--- config.mk ---
export PLATFORM = sky130hd
export DESIGN_NAME = dmem_port_arbiter
export DESIGN_NICKNAME = d
export VERILOG_FILES = /design/src/rtl/dmem_arb_pkg.sv /design/src/rtl/dmem_starve_counter.sv /design/src/rtl/dmem_port_arbiter.sv
export SDC_FILE = /design/constraint.sdc
export NUM_CORES = 1
export LEC_CHECK = 0
export ABC_CLOCK_PERIOD_IN_PS = 6300
export CELL_PAD_IN_SITES_DETAIL_PLACEMENT = 1
export CELL_PAD_IN_SITES_GLOBAL_PLACEMENT = 1
export CORE_MARGIN = 1.5
export CORE_UTILIZATION = 17
export CTS_CLUSTER_SIZE = 25
export DETAILED_ROUTE_END_ITERATION = 6
export PLACE_DENSITY_LB_ADDON = 0.1
export SETUP_SLACK_MARGIN = 0.3
export SLEW_MARGIN = 15
export SYNTH_ARGS = -nofsm -noshare
export SYNTH_HDL_FRONTEND = slang
export SYNTH_SLANG_ARGS = --single-unit
--- constraint.sdc ---
create_clock -name clock -period 6.3 [get_ports clock]
set_clock_uncertainty 0.1 [all_clocks]
set_input_delay 1.26 -clock clock [delete_from_list [all_inputs] [get_ports clock]]
set_output_delay 1.26 -clock clock [all_outputs]
set_load 0.01 [all_outputs]
--- src/rtl/dmem_arb_pkg.sv ---
// dmem_arb_pkg: shared state and owner encodings for the data-memory port arbiter
package dmem_arb_pkg;
  typedef enum logic [1:0] {IDLE, CPU_ACC, HOST_ACC} arb_state_t;
  localparam logic [1:0] OWN_NONE = 2'd0;
  localparam logic [1:0] OWN_CPU  = 2'd1;
  localparam logic [1:0] OWN_HOST = 2'd2;
endpackage

--- src/rtl/dmem_starve_counter.sv ---
// dmem_starve_counter: saturating wait counter with clear, flags when it reaches MAX
module dmem_starve_counter #(
  parameter int MAX = 4,
  parameter int W = $clog2(MAX + 1)
) (
  input  logic clock,
  input  logic reset,
  input  logic clear,
  input  logic inc,
  output logic at_max
);
  logic [W-1:0] count;
  assign at_max = count == W'(MAX);
  always_ff @(posedge clock)
    if (reset || clear) count <= '0;
    else if (inc && !at_max) count <= count + W'(1);
endmodule

--- src/rtl/dmem_port_arbiter.sv ---
// dmem_port_arbiter: shares one sync-read data-memory port between the core and a host port
module dmem_port_arbiter
  import dmem_arb_pkg::*;
#(
  parameter int ADDR_W = 32,
  parameter int DATA_W = 32,
  parameter int HOST_MAX_WAIT = 4
) (
  input  logic              clock,
  input  logic              reset,
  input  logic              cpu_req,
  input  logic              cpu_we,
  input  logic [ADDR_W-1:0] cpu_addr,
  input  logic [DATA_W-1:0] cpu_wdata,
  output logic [DATA_W-1:0] cpu_rdata,
  output logic              cpu_stall,
  input  logic              host_req,
  input  logic              host_we,
  input  logic [ADDR_W-1:0] host_addr,
  input  logic [DATA_W-1:0] host_wdata,
  output logic [DATA_W-1:0] host_rdata,
  output logic              host_ack,
  output logic              mem_en,
  output logic              mem_we,
  output logic [ADDR_W-1:0] mem_addr,
  output logic [DATA_W-1:0] mem_wdata,
  input  logic [DATA_W-1:0] mem_rdata,
  output logic [1:0]        owner
);
  arb_state_t state, state_nxt;
  logic at_max, grant_host, issue, acc_we;
  dmem_starve_counter #(.MAX(HOST_MAX_WAIT)) u_starve (
    .clock (clock),
    .reset (reset),
    .clear (~host_req | (issue & grant_host)),
    .inc   (host_req),
    .at_max(at_max)
  );
  // a starved host wins outright; otherwise the core has priority
  assign grant_host = host_req & (at_max | ~cpu_req);
  assign issue = ~reset & (state == IDLE) & (cpu_req | host_req);
  always_comb begin
    state_nxt = issue ? (grant_host ? HOST_ACC : CPU_ACC) : IDLE;
    mem_en    = issue;
    mem_we    = issue & (grant_host ? host_we : cpu_we);
    mem_addr  = issue ? (grant_host ? host_addr : cpu_addr) : '0;
    mem_wdata = issue ? (grant_host ? host_wdata : cpu_wdata) : '0;
    cpu_stall = ~reset & cpu_req & (state != CPU_ACC);
    cpu_rdata = (~reset & (state == CPU_ACC) & ~acc_we) ? mem_rdata : '0;
    host_ack  = ~reset & (state == HOST_ACC);
    owner     = reset ? OWN_NONE : state == CPU_ACC ? OWN_CPU : state == HOST_ACC ? OWN_HOST : OWN_NONE;
  end
  always_ff @(posedge clock)
    if (reset) begin
      state      <= IDLE;
      acc_we     <= 1'b0;
      host_rdata <= '0;
    end else begin
      state <= state_nxt;
      if (issue) acc_we <= mem_we;
      if (host_ack && !acc_we) host_rdata <= mem_rdata;
    end
endmodule

Word level (Yosys, flattened, before mapping):

Index checks and enable logic that the tools add are counted.

* muxes and demuxes: 10
* $lt $le $gt $ge: 0
* bitwise operators: 18
* add/sub/neg operators: 1
* equal/unequal tests: 4
* reductions and logical operators: 7
* multiply operators: 0
* shift-type cells: 0
* div/mod/pow operators: 0

Operator list (count)
* $mux 32: 5
* $and 1x1->1: 10
* $mux 2: 4
* $not 1->1: 5
* $add 3x1->3 const B: 1
* $eq 3x3->1 const B: 1
* $or 1x1->1: 3
* $eq 2x1->1 const B: 1
* $eq 2x2->1 const B: 1
* $logic_and 1x1->1: 2
* $logic_not 1->1: 2
* $logic_not 2->1: 1
* $ne 2x1->1 const B: 1
* $reduce_or 2->1: 1
* $logic_or 1x1->1: 1
* $mux 1: 1

* logic and storage cells: 44
* bits in latches: 0
* ROM bits: 0
* memories: 0
* memory bits (writable): 0
* register bits: 38
* output and inout port bits: 134

Depth between registers and ports, before layout:

* depth in word-level cells: 6
* gate-level depth with buffers: 8

By module:

From an unflattened synthesis, not the netlist that was laid out.

* cells, all modules: 301
* area total of the unflattened synthesis: 2431.1 µm²

By module, submodules not included
* dmem_port_arbiter: instances 1, cells each 283, area an instance 2243.4 µm²
* dmem_starve_counter: instances 1, cells each 18, area an instance 187.7 µm²

Least setup slack after synthesis:

OpenSTA, ideal clock, no wires.

* path kind: in2out
* from: input port reset
* to: output port cpu_rdata[0]
* path slack: 2.491 ns
* data required time: 4.940 ns
* arrival time: 2.449 ns
* cell stages on the path: 5
* path through: clkbuf_1 nor3b_1 and2b_1 clkbuf_1 and2_1

* longest elaborated chain between the ends: 4

RTL lines
* from (decl): line dmem_port_arbiter.sv:10 `input logic reset,`
* $not 1->1: line dmem_port_arbiter.sv:49 `cpu_rdata = (~reset & (state == CPU_ACC) & ~acc_we) ? mem_rdata : '0;`
* $and 1x1->1 (2 in a row): line dmem_port_arbiter.sv:49
* $mux 32: line dmem_port_arbiter.sv:49
* to (decl): line dmem_port_arbiter.sv:15 `output logic [DATA_W-1:0] cpu_rdata,`

No other way between the ends.

Worst setup path in the final report:

* from: input port reset
* to: output port mem_wdata[12]

* longest elaborated chain between the ends: 4

RTL lines
* $not 1->1: line dmem_port_arbiter.sv:41 `assign issue = ~reset & (state == IDLE) & (cpu_req | host_req);`
* $and 1x1->1 (2 in a row): line dmem_port_arbiter.sv:41
* $mux 32: line dmem_port_arbiter.sv:47 `mem_wdata = issue ? (grant_host ? host_wdata : cpu_wdata) : '0;`
* to (decl): line dmem_port_arbiter.sv:26 `output logic [DATA_W-1:0] mem_wdata,`

No other way between the ends.

==> flow_summary_export.csv <==
group,metric,value,unit
grt,grt_max_degree,68,
route,totalWireLength,14200,µm
grt,grt_pass1_wl,20200,µm
sta,min_period,5.26,ns
route,dr_total_vias,3558,
clock_network,cts_max_level,2,
status,status,"finished clean",
die,row_count,43,
finish,final.fill_count,1631,
clock_network,cts_buffers,5,
finish,drive_above_1_share,3.08,%
finish,nNetsFinal,751,
setup_path,start_kind,"primary input",
die,num_io_pins,300,
placed_design,dpl.cell_count,756,
clock_network,clkTransAtPathRegs,0.05,ns
finish,ff_latch_area,761,µm²
route,drt_iter0_markers,154,
finish,final_common_cell,"clkdlybuf4s50_1",
route,routedWlPerCell,18.5,µm
die,core-area,0.0139,mm²
pwr,vdd_drop_max,0.0883,mV
sta,final.setup.tns,0,ns
grt,grt_pass1_vias,3666,
route,first_pass_iters,5,
synthesis,yosysSeqAreaShare,31.4,%
setup_path,worst-setup-path-type,"primary input to primary output",
placed_design,port_buffers,299,
synthesis,ys_ff_latch,38,
clock_network,cts_resized,0,
sta,slew-limit-headroom,26.6,%
finish,layout_common_cells,"clkdlybuf4s50_1 (299), nand2_1 (68), a32o_1 (64)",
die,start_util,17.5,%
pwr,total_leakage_power,1.93,nW
placed_design,hpwl,11500,µm
synthesis,yosys_warnings,0,
finish,final_core_util,41.1,%
clock_network,insertion_delay,0.28,ns
synthesis,dominantRegCellSynth,"dfxtp_1",
setup_path,end_kind,"primary output",
clock_network,cts_hold_buf,0,
die,die_width,122,µm
die,die_h,122,µm
finish,fin_area,0.00571,mm²
worst_hold_path,worstHoldPathCells,2,
placed_design,placedInstanceArea,0.00556,mm²
placed_design,place.gp.congestion,0.770,
synthesis,syn_area,0.00242,mm²
sta,rsz0062_at_grt,"no",
synthesis,synth_fp_nets,475,
sta,setup_viol,0,
sta,max_freq,190,MHz
sta,finalHoldViolations,0,
synthesis,synthArstFlopShare,0,%
synthesis,synth.avg_cell_area,7.90,µm²
route,viasPerCell,4.66,
sta,worst_slew_pin_slew,1.10,ns
setup_path,cp.required,4.94,ns
job,drv_cap,0,
die,design.die.area,0.0150,mm²
setup_path,worst-path-max-fanout,65,
synthesis,synth-edff-count,0,
worst_hold_path,min_path_type,"flip-flop to flip-flop",
finish,final-instance-count-excl-fill,764,
sta,fin_crit_sh,83.5,%
clock_network,cts.sinks,38,
synthesis,synth_cells,307,
clock_network,clock-root-buffer,"clkbuf_16",
pwr,finalPower,788,µW
finish,diodes,0,
setup_path,rr_worst_depth,5,
route,drc,0,
grt,grtUsageTotal,17.4,%
sta,slew_violations,0,
route,ant_nets,0,
finish,multi_input_area,0.00151,mm²
synthesis,synth_cell_types,28,
grt,antenna_found_initial,0,
setup_path,arrival,3.90,ns
finish,area_growth,135,%
pwr,power.density,138,mW/mm²
clock_network,cts_setup_buffers,0,
clock_network,cts_tree,"done",
clock_network,cts.path.max_buffers,2,
grt,grt_overflow,0,
state kept, by name, indices dropped and copies added (netlist names):
signal          flops
state               2
host_rdata         32
u_starve.count      3
acc_we              1
logic make-up after synthesis:
group                    synth area share, %
AND/OR/NAND/NOR                         24.0
AO/OA/AOI/OAI                           35.8
buffers and inverters                   7.38
flip-flops                              31.4
adder cells (fa/ha/maj)                 1.03
XOR/XNOR                               0.361
layout make-up:
| class | instances | share of cell area [%] |
|---|---|---|
| repair buffers | 305 | 53.2 |
| multi-input cells | 228 | 26.5 |
| flip-flops and latches | 38 | 13.3 |
| well taps | 180 | 3.95 |
| clock buffers | 6 | 2.43 |
| inverters | 5 | 0.329 |
| clock inverters | 2 | 0.219 |
layer usage:
layer | track usage, % | vias up | wire length (µm)
li1 | - | 1686 | -
met1 | 18.5 | 1682 | 5080
met2 | 32.9 | 173 | 7500
met3 | 4.69 | 17 | 1240
met4 | 5.74 | 0 | 349
met5 | 0 | - | 0
synthesized netlist by cell type (2+ instances only):
master	number	area [µm²]
dfxtp_1	38	761
ha_1	2	25.0
buf_2	2	10.0
a21oi_1	34	170
nor2_1	4	15.0
nor3b_1	3	22.5
nor3_1	4	20.0
a32o_1	64	641
inv_1	5	18.8
and2_1	34	213
nor2b_1	2	12.5
nand2_1	68	255
clkbuf_1	27	101
buf_4	6	45.0
worst max-delay path: stages:
cell and delay (ns):
clkdlybuf4s50_1 0.43, or3_1 0.47, a211oi_4 0.23, buf_4 0.60
a32o_1 0.29, clkdlybuf4s50_1 0.58
through the flow:
step	hold WS [ns]	setup slack [ns]
final	0.353	1.04
after global routing	0.372	0.912
after CTS	0.355	1.03
after detailed placement	0.347	1.04
after global placement	0.342	1.05
after floorplan	0.349	2.49
where the power goes:
group          internal [mW]  leakage [nW]  switching (mW)
logic                  0.178          1.55           0.109
registers              0.246         0.307         0.00462
clock network          0.156        0.0729          0.0943
path summary, 6_finish.rpt:
| kind | from | to | slack, ns |
|---|---|---|---|
| setup / recovery | reset | mem_wdata[12] | 1.04 |
| hold / removal | host_rdata[13] | host_rdata[13] | 0.35 |
| setup reg to reg | u_starve.count[0] | state[0] | 4.28 |
| hold reg to reg | host_rdata[13] | host_rdata[13] | 0.35 |
No activity file was read; power rests on OpenSTA's default activity.
